## src/rtl/breather_pkg.sv

```systemverilog
// rtl/breather_pkg.sv - shared constants for currentCount consumers
package breather_pkg;

    localparam int CNT_W_DEF  = 16;
    localparam int DUTY_W_DEF = 8;
    localparam int DUTY_MAX   = 255;

    localparam logic [1:0] PH_UP   = 2'b00;
    localparam logic [1:0] PH_TOP  = 2'b01;
    localparam logic [1:0] PH_DOWN = 2'b10;
    localparam logic [1:0] PH_BOT  = 2'b11;

    typedef enum logic [1:0] {
        ST_UP   = PH_UP,
        ST_TOP  = PH_TOP,
        ST_DOWN = PH_DOWN,
        ST_BOT  = PH_BOT
    } phase_e;

endpackage

```

## src/rtl/pwm_breather_if.sv

```systemverilog
// rtl/pwm_breather_if.sv - count input and breathing-LED outputs of pwm_breather
interface pwm_breather_if
    import breather_pkg::*;
#(
    parameter int CNT_W  = CNT_W_DEF,
    parameter int DUTY_W = DUTY_W_DEF
);
    logic              ena;
    logic [CNT_W-1:0]  currentCount;
    logic              pwm_out;
    logic [DUTY_W-1:0] duty;
    logic [1:0]        phase;
    logic              ramp_done;

    modport master (
        output ena,
        output currentCount,
        input  pwm_out,
        input  duty,
        input  phase,
        input  ramp_done
    );

    modport slave (
        input  ena,
        input  currentCount,
        output pwm_out,
        output duty,
        output phase,
        output ramp_done
    );
endinterface

```

## src/rtl/rise_tick.sv

```systemverilog
// rtl/rise_tick.sv - one-cycle tick on each rising edge of a count bit
module rise_tick (
    input  logic clk,
    input  logic rst,
    input  logic bit_i,
    output logic tick_o
);
    logic prev_q;

    // Follow the bit every cycle, reset included, so a bit already high at release is not an edge.
    always_ff @(posedge clk) begin
        prev_q <= bit_i;
    end

    assign tick_o = bit_i & ~prev_q & ~rst;
endmodule

```

## src/rtl/pwm_breather.sv

```systemverilog
// rtl/pwm_breather.sv - breathing LED PWM driven by the shared count; PWM_BREATHER_GAMMA_EN adds squared duty
module pwm_breather
    import breather_pkg::*;
#(
    parameter int CNT_W      = CNT_W_DEF,
    parameter int DUTY_W     = DUTY_W_DEF,
    parameter int STEP_BIT   = 11,
    parameter int HOLD_STEPS = 32
) (
    input  logic         clk,
    input  logic         rst,
    pwm_breather_if.slave bus
);
    localparam int                HOLD_W    = (HOLD_STEPS > 1) ? $clog2(HOLD_STEPS) : 1;
    localparam logic [DUTY_W-1:0] DUTY_TOP  = '1;
    localparam logic [HOLD_W-1:0] HOLD_LAST = HOLD_W'(HOLD_STEPS - 1);

    phase_e              state_q;
    logic [DUTY_W-1:0]   duty_q;
    logic [HOLD_W-1:0]   hold_q;
    logic                ramp_done_q;
    logic                pwm_q;
    logic                pwm_d;
    logic                tick;
    logic [DUTY_W-1:0]   eff_duty;
    logic                unused_cnt_bits;

    // Only the step bit and the low DUTY_W bits matter here.
    assign unused_cnt_bits = ^bus.currentCount;

    rise_tick u_rise_tick (
        .clk    (clk),
        .rst    (rst),
        .bit_i  (bus.currentCount[STEP_BIT]),
        .tick_o (tick)
    );

`ifdef PWM_BREATHER_GAMMA_EN
    logic [2*DUTY_W-1:0] duty_sq;
    assign duty_sq  = {{DUTY_W{1'b0}}, duty_q} * {{DUTY_W{1'b0}}, duty_q};
    assign eff_duty = duty_sq[2*DUTY_W-1:DUTY_W];
`else
    assign eff_duty = duty_q;
`endif

    assign pwm_d = bus.ena & (bus.currentCount[DUTY_W-1:0] < eff_duty);

    // Breath sequencer: ramp up, hold, ramp down, hold; advances only on an enabled tick.
    always_ff @(posedge clk) begin
        if (rst) begin
            state_q     <= ST_UP;
            duty_q      <= '0;
            hold_q      <= '0;
            ramp_done_q <= 1'b0;
        end else begin
            ramp_done_q <= 1'b0;
            if (tick && bus.ena) begin
                case (state_q)
                    ST_UP: begin
                        if (duty_q >= DUTY_TOP - DUTY_W'(1)) begin
                            duty_q  <= DUTY_TOP;
                            hold_q  <= '0;
                            state_q <= ST_TOP;
                        end else begin
                            duty_q <= duty_q + DUTY_W'(1);
                        end
                    end
                    ST_TOP: begin
                        if (hold_q == HOLD_LAST) begin
                            hold_q  <= '0;
                            state_q <= ST_DOWN;
                        end else begin
                            hold_q <= hold_q + HOLD_W'(1);
                        end
                    end
                    ST_DOWN: begin
                        if (duty_q <= DUTY_W'(1)) begin
                            duty_q  <= '0;
                            hold_q  <= '0;
                            state_q <= ST_BOT;
                        end else begin
                            duty_q <= duty_q - DUTY_W'(1);
                        end
                    end
                    ST_BOT: begin
                        if (hold_q == HOLD_LAST) begin
                            hold_q      <= '0;
                            state_q     <= ST_UP;
                            ramp_done_q <= 1'b1;
                        end else begin
                            hold_q <= hold_q + HOLD_W'(1);
                        end
                    end
                    default: begin
                        state_q <= ST_UP;
                    end
                endcase
            end
        end
    end

    // PWM compare, registered; disable forces it low from the next edge.
    always_ff @(posedge clk) begin
        if (rst) begin
            pwm_q <= 1'b0;
        end else begin
            pwm_q <= pwm_d;
        end
    end

    assign bus.pwm_out   = pwm_q;
    assign bus.duty      = duty_q;
    assign bus.phase     = state_q;
    assign bus.ramp_done = ramp_done_q;
endmodule

```

## src/flat_wrapper.sv

```systemverilog
// flat-port wrapper written by rule: the top's interface ports become plain ports
module pwm_breather_flat import breather_pkg::*;
#(
    parameter int CNT_W      = CNT_W_DEF,
    parameter int DUTY_W     = DUTY_W_DEF,
    parameter int STEP_BIT   = 11,
    parameter int HOLD_STEPS = 32
)
  (clk, rst, bus_ena, bus_currentCount, bus_pwm_out, bus_duty, bus_phase, bus_ramp_done);
  pwm_breather_if #(.CNT_W(CNT_W), .DUTY_W(DUTY_W)) bus_i ();
  input  logic clk;
  input  logic rst;
  input wire logic [$bits(bus_i.ena)-1:0] bus_ena;
  input wire logic [$bits(bus_i.currentCount)-1:0] bus_currentCount;
  output wire logic [$bits(bus_i.pwm_out)-1:0] bus_pwm_out;
  output wire logic [$bits(bus_i.duty)-1:0] bus_duty;
  output wire logic [$bits(bus_i.phase)-1:0] bus_phase;
  output wire logic [$bits(bus_i.ramp_done)-1:0] bus_ramp_done;
  assign bus_i.ena = bus_ena;
  assign bus_i.currentCount = bus_currentCount;
  assign bus_pwm_out = bus_i.pwm_out;
  assign bus_duty = bus_i.duty;
  assign bus_phase = bus_i.phase;
  assign bus_ramp_done = bus_i.ramp_done;
  pwm_breather #(.CNT_W(CNT_W), .DUTY_W(DUTY_W), .STEP_BIT(STEP_BIT), .HOLD_STEPS(HOLD_STEPS)) u_core (.clk(clk), .rst(rst), .bus(bus_i));
endmodule
```

## config.mk

```make
export PLATFORM = sky130hd
export DESIGN_NAME = pwm_breather_flat
export DESIGN_NICKNAME = d
export VERILOG_FILES = /design/src/rtl/breather_pkg.sv /design/src/rtl/pwm_breather_if.sv /design/src/rtl/rise_tick.sv /design/src/rtl/pwm_breather.sv /design/src/flat_wrapper.sv
export SDC_FILE = /design/constraint.sdc
export NUM_CORES = 1
export LEC_CHECK = 0
export CORE_ASPECT_RATIO = 0.9
export CORE_UTILIZATION = 45
export DETAILED_ROUTE_END_ITERATION = 8
export PLACE_DENSITY = 0.73
export SYNTH_ARGS = -nofsm -noshare
export SYNTH_HDL_FRONTEND = slang
export SYNTH_HIERARCHICAL = 1
export SYNTH_SLANG_ARGS = --single-unit
```

## constraint.sdc

```tcl
create_clock -name clk -period 3.45 [get_ports clk]
set_input_delay 0.69 -clock clk [delete_from_list [all_inputs] [get_ports clk]]
set_output_delay 0.69 -clock clk [all_outputs]
set_load 0.1 [all_outputs]
```

==> flow_metrics.py, run 1 <==
metrics = {
    "pwr": {
        "ir_worst_vdd_uv": 230,
        "seqPwrFrac": 0.501,
        "power.density_nw_per_um2": 271,
        "clockPowerShare": 0.318,
        "leakagePower_nw": 0.618,
        "swShare": 0.286,
        "internal_power_mw": 0.307,
        "p_comb_frac": 0.180,
        "p_switching_mw": 0.123,
    },
    "hold_path": {
        "min-delay-start": "u_core/hold_q[4]",
        "hold_path.class": "flop to flop",
        "holdPathStages": 2,
        "worstHoldEndpoint": "u_core/hold_q[4]",
    },
    "clocking": {
        "cts.htree.levels": 1,
        "path_clk_slew_ns": 0.11,
        "hold_buffers": 0,
        "clkLatencyLatePin_ns": 0.31,
        "numCtsBuffers": 3,
        "cts_tree": "built",
        "postCtsSetupBuffers": 0,
        "cts_sinks": 18,
        "root_buffer": "clkbuf_4",
        "clockBufferDepth": 2,
        "cts.repair.resized": 0,
    },
    "timing": {
        "worst_slew_pin_slew_ns": 0.977,
        "slew_headroom": 0.347,
        "fin_crit_ns": 2.57,
        "finalSetupViolations": 0,
        "rsz0062_at_grt": "false",
        "fin_worst_skew_ns": 0.00267,
        "tns_ns": 0,
        "hold_viol": 0,
        "fmax_ghz": 0.389,
        "min_period_over_period": 0.745,
        "report.final.slew_viol_count": 0,
    },
    "status": {
        "status": "finished clean",
    },
    "synthesis": {
        "synthArstFlopShare": 0,
        "synth_edf_count": 0,
        "synthesis.area_um2": 1330,
        "ys_warn_count": 6,
        "ys.flop_type": "dfxtp_1",
        "ys_seq_area_frac": 0.270,
        "syn_nets": 200,
        "ys_seq_elements": 18,
        "synth_cell_types": 42,
        "postSynthAreaPerCell_um2": 8.13,
        "synth_cells": 164,
    },
    "finish": {
        "final_layout_size_suffix_gt1_frac": 0.0978,
        "final_cells": 224,
        "final_common_cell": "dfxtp_1",
        "fillers": 267,
        "most-common-layout-cells": "dfxtp_1 (18), ha_1 (17), nand2_1 (16)",
        "syn_to_final_growth_pct": 18.9,
        "num-nets-final": 221,
        "antenna_cells": 0,
    },
    "critical_path": {
        "reg2reg_slack_ns": 0.88,
        "cp-end-kind": "flop",
        "crit_type": "flop to flop",
        "crit_fanout": 8,
        "cp-start-kind": "flop",
        "r2r-start": "u_core/bus.duty[1]",
        "r2r.worst_path.cells": 7,
        "r2r-end": "u_core/bus.phase[0]",
        "arrival_ns": 2.78,
        "crit_required_ns": 3.66,
    },
    "global_routing": {
        "grt_pass1_wl_um": 5310,
        "grt_pass1_vias": 1133,
        "grt_max_degree": 18,
        "grt.total_usage": 0.224,
        "antenna_found_initial": 0,
        "grt_overflow": 0,
    },
    "placement": {
        "portBuffers": 23,
        "place_hpwl_um": 2320,
        "routabilityCongestion": 0.898,
        "dp_cells": 220,
    },
    "route": {
        "drc": 0,
        "dr_wl_met3_um": 235,
        "drt_iter0_drc": 31,
        "ant_nets": 0,
        "routed-wl-met2_um": 1380,
        "wl_met1_um": 1440,
        "top_layer": "met4",
        "vias_per_cell": 5.77,
        "dr_total_vias": 1293,
        "dr.pass1.iters": 4,
        "routedWlPerCell_um": 13.7,
        "drt_wl_total_um": 3080,
    },
    "job": {
        "drv_cap": 0,
    },
    "die": {
        "core_um2": 2770,
        "start_util": 0.481,
        "ios": 31,
        "die_width_um": 59.4,
        "dieArea_um2": 3190,
        "die_y_um": 53.7,
        "rows": 18,
    },
}
## power by group through the flow
stage,Combinational [mW],Clock [mW],Sequential [mW]
final,0.0777,0.137,0.216
after global routing,0.0851,0.155,0.217
after CTS,0.0778,0.145,0.216
after detailed placement,0.0775,0,0.221
after global placement,0.0761,0,0.221
after floorplan,0.0368,0,0.236
## layout make-up
class	count	area, um^2	share of cell area
multi-input combinational	125	878	0.554
sequential	18	360	0.227
timing repair buffer	24	213	0.134
tap	40	50.0	0.0315
inverter	13	48.8	0.0308
clock buffer	4	36.3	0.0229
## cell families (layout without fill, tap and decap cells)
kind of cell             Yosys count  count (layout)  share of synthesized area
buffers and inverters             21              41                     0.0713
multiplexers                       2               2                     0.0150
flip-flops                        18              18                      0.270
adder cells (fa/ha/maj)           17              17                      0.159
AO/OA/AOI/OAI                     49              49                      0.255
XOR/XNOR                           4               4                     0.0263
AND/OR/NAND/NOR                   53              53                      0.203
## worst max-delay path by stage
| stage | to | cells after the start | startpoint | slack [ns] |
|---|---|---|---|---|
| after global placement | u_core/bus.phase[0] | 6 | bus_currentCount[11] | 0.97 |
| after floorplan | u_core/hold_q[3] | 6 | u_core/bus.duty[0] | 0.70 |
| after detailed placement | u_core/bus.phase[0] | 6 | bus_currentCount[11] | 0.91 |
| after global routing | u_core/bus.phase[0] | 7 | u_core/bus.duty[1] | 0.65 |
| final | u_core/bus.phase[0] | 7 | u_core/bus.duty[1] | 0.88 |
| after CTS | u_core/bus.phase[0] | 7 | u_core/bus.duty[1] | 0.88 |
## synth_stat cells (all sizes together), types with 2 or more instances
library cell / count / share of area
nor3: 7 / 0.026
o31ai: 2 / 0.011
nor3b: 2 / 0.015
or4: 2 / 0.011
a21o: 2 / 0.011
mux2i: 2 / 0.015
inv: 13 / 0.037
clkbuf: 5 / 0.014
a221oi: 4 / 0.026
dfxtp: 18 / 0.27
nand3: 4 / 0.015
a211oi: 2 / 0.011
nand2b: 2 / 0.0094
nand2: 16 / 0.045
xnor2: 4 / 0.026
a311oi: 2 / 0.013
a31oi: 2 / 0.0094
ha: 17 / 0.16
buf: 3 / 0.021
a211o: 2 / 0.013
o21bai: 2 / 0.011
o31a: 2 / 0.013
nor2: 9 / 0.025
nor4: 3 / 0.014
o211ai: 3 / 0.017
a21oi: 14 / 0.053
or3: 4 / 0.023
o21ai: 5 / 0.019
## through the flow
stage | utilization | setup WS, ns | hold slack (ns) | cell area (um^2) | total power, mW
floorplan | - | 0.702 | 0.436 | 1330 | 0.273
CTS | 0.573 | 0.884 | 0.480 | 1590 | 0.439
global placement | 0.560 | 0.973 | 0.448 | 1550 | 0.297
finish | 0.573 | 0.879 | 0.475 | 1590 | 0.431
detailed placement | 0.560 | 0.915 | 0.462 | 1550 | 0.298
global route | 0.573 | 0.646 | 0.500 | 1590 | 0.457
## layer usage
layer / vias up / track usage
met3: 3 / 0.0505
met1: 589 / 0.315
met4: 0 / 0.0516
li1: 648 / -
met2: 53 / 0.346
met5: - / 0
## flip-flops by register name, indices dropped and copies added, names as in the netlist
register	cells
u_core/bus.phase	2
u_core/bus.duty	8
u_core/u_rise_tick/prev_q	1
u_core/bus.pwm_out	1
u_core/bus.ramp_done	1
u_core/hold_q	5
## critical path: stages, from the launching register on
cell and delay, ns:
dfxtp_1 0.41, inv_1 0.18, ha_1 0.28, nor2_1 0.11, o31a_1 0.43, a211oi_1 0.63
a21oi_1 0.14, a311oi_1 0.29
Power figures use the tool's default switching activity.
==> run 2, diff against run 1 <==
- clock period: 3.45 -> 2.6 ns (I/O delays scaled with it)
==> flow_metrics.py, run 2 (synthesis gave the netlist of run 1 again) <==
metrics = {
    "critical_path": {
        "cp-start-kind": "flop",
        "reg2reg_slack_ns": 0.26,
        "arrival_ns": 2.59,
        "crit_required_ns": 2.84,
        "cp-end-kind": "flop",
        "crit_type": "flop to flop",
        "crit_fanout": 8,
    },
    "placement": {
        "routabilityCongestion": 0.905,
        "pre_cts_ws_ns": 0.269,
        "place_hpwl_um": 2520,
        "portBuffers": 23,
    },
    "pwr": {
        "clockPowerShare": 0.314,
        "leakagePower_nw": 0.646,
        "seqPwrFrac": 0.501,
        "power.density_nw_per_um2": 354,
        "p_switching_mw": 0.165,
        "swShare": 0.287,
        "ir_worst_vdd_uv": 211,
        "p_comb_frac": 0.184,
        "internal_power_mw": 0.409,
    },
    "route": {
        "drc": 0,
        "vias_per_cell": 5.98,
        "dr_total_vias": 1363,
        "drt_iter0_drc": 94,
        "drt_wl_total_um": 3360,
        "routedWlPerCell_um": 14.7,
        "dr.pass1.iters": 5,
        "ant_nets": 0,
    },
    "clocking": {
        "clockBufferDepth": 2,
        "cts.htree.levels": 1,
        "postCtsSetupBuffers": 0,
        "clkLatencyLatePin_ns": 0.30,
        "cts_sinks": 18,
        "cts.repair.resized": 0,
        "cts_tree": "built",
        "path_clk_slew_ns": 0.11,
        "numCtsBuffers": 3,
        "hold_buffers": 0,
        "root_buffer": "clkbuf_4",
    },
    "finish": {
        "num-nets-final": 225,
        "antenna_cells": 0,
        "final_layout_size_suffix_gt1_frac": 0.154,
        "largest_reg_flops": 8,
        "most-common-layout-cells": "buf_4 (17), ha_1 (17), nand2_1 (16)",
        "syn_to_final_growth_pct": 21.3,
    },
    "timing": {
        "rsz0062_at_grt": "false",
        "report.final.slew_viol_count": 0,
        "slew_headroom": 0.490,
        "tns_ns": 0,
        "min_period_over_period": 0.901,
        "fmax_ghz": 0.427,
        "hold_viol": 0,
        "fin_crit_ns": 2.34,
        "finalSetupViolations": 0,
        "finalWorstSetupSlack_ns": 0.257,
        "worst_slew_pin_slew_ns": 0.757,
        "fin_worst_skew_ns": 0.00198,
    },
    "die": {
        "core_um2": 2770,
        "die_width_um": 59.4,
        "dieArea_um2": 3190,
        "start_util": 0.481,
        "ios": 31,
        "die_y_um": 53.7,
        "rows": 18,
    },
    "global_routing": {
        "grtUsageMet2": 0.371,
        "busiest_layer": "met2",
        "grt_overflow": 0,
        "grtUsageMet1": 0.315,
        "grt_pass1_vias": 1214,
        "use_met3": 0.0577,
        "grt.total_usage": 0.233,
        "grt_pass1_wl_um": 5540,
        "antenna_found_initial": 0,
        "grt_max_degree": 18,
    },
    "status": {
        "status": "finished clean",
    },
    "job": {
        "drv_cap": 0,
    },
    "hold_path": {
        "hold_path.class": "flop to flop",
    },
}
==> run 2: changes by cell type in the layout (fill, tap and decap cells not counted), sizes merged <==
cell | previous run | this run
buf | 11 | 17
clkdlybuf4s50 | 13 | 11
==> run 2: metal layers <==
metal,vias up,wire [um]
met5,-,0
met4,0,57
met3,12,355
met2,82,1500
met1,617,1450
li1,652,-
==> run 2: final cells by class <==
type,count,area (um^2)
clock buffer,4,36.3
inverter,13,48.8
tap,40,50.0
multi-input combinational,125,878
sequential,18,367
fill,261,1150
timing repair buffer,28,238
==> run 2: per-stage QoR <==
step	power (mW)	util	instances	cell area [um^2]	hold slack (ns)
floorplan	0.363	-	164	1340	0.436
global placement	0.395	0.571	224	1580	0.449
detailed placement	0.398	0.571	224	1580	0.454
CTS	0.579	0.584	228	1620	0.472
global route	0.599	0.584	228	1620	0.505
finish	0.573	0.584	228	1620	0.472
==> run 2: path summary, 6_finish.rpt <==
path | cells past startpoint | endpoint | startpoint
worst min register to register | 2 | u_core/hold_q[4] | u_core/hold_q[4]
worst max register to register | 7 | u_core/hold_q[3] | u_core/bus.duty[1]
worst max-delay path | 7 | u_core/hold_q[3] | u_core/bus.duty[1]
worst min-delay path | 2 | u_core/hold_q[4] | u_core/hold_q[4]
==> run 2: critical path, stage by stage, from the launching register on <==
cell	delay, ns
dfxtp_2	0.38
inv_1	0.16
ha_1	0.29
nor2_1	0.14
o31a_1	0.34
a211o_1	0.37
or4_1	0.49
a21oi_1	0.13
==> run 2: power groups by stage <==
stage / combinational [mW] / clock (mW) / sequential (mW)
global route: 0.115 / 0.196 / 0.288
CTS: 0.105 / 0.188 / 0.287
global placement: 0.102 / 0 / 0.294
floorplan: 0.0488 / 0 / 0.314
detailed placement: 0.104 / 0 / 0.294
finish: 0.106 / 0.180 / 0.287
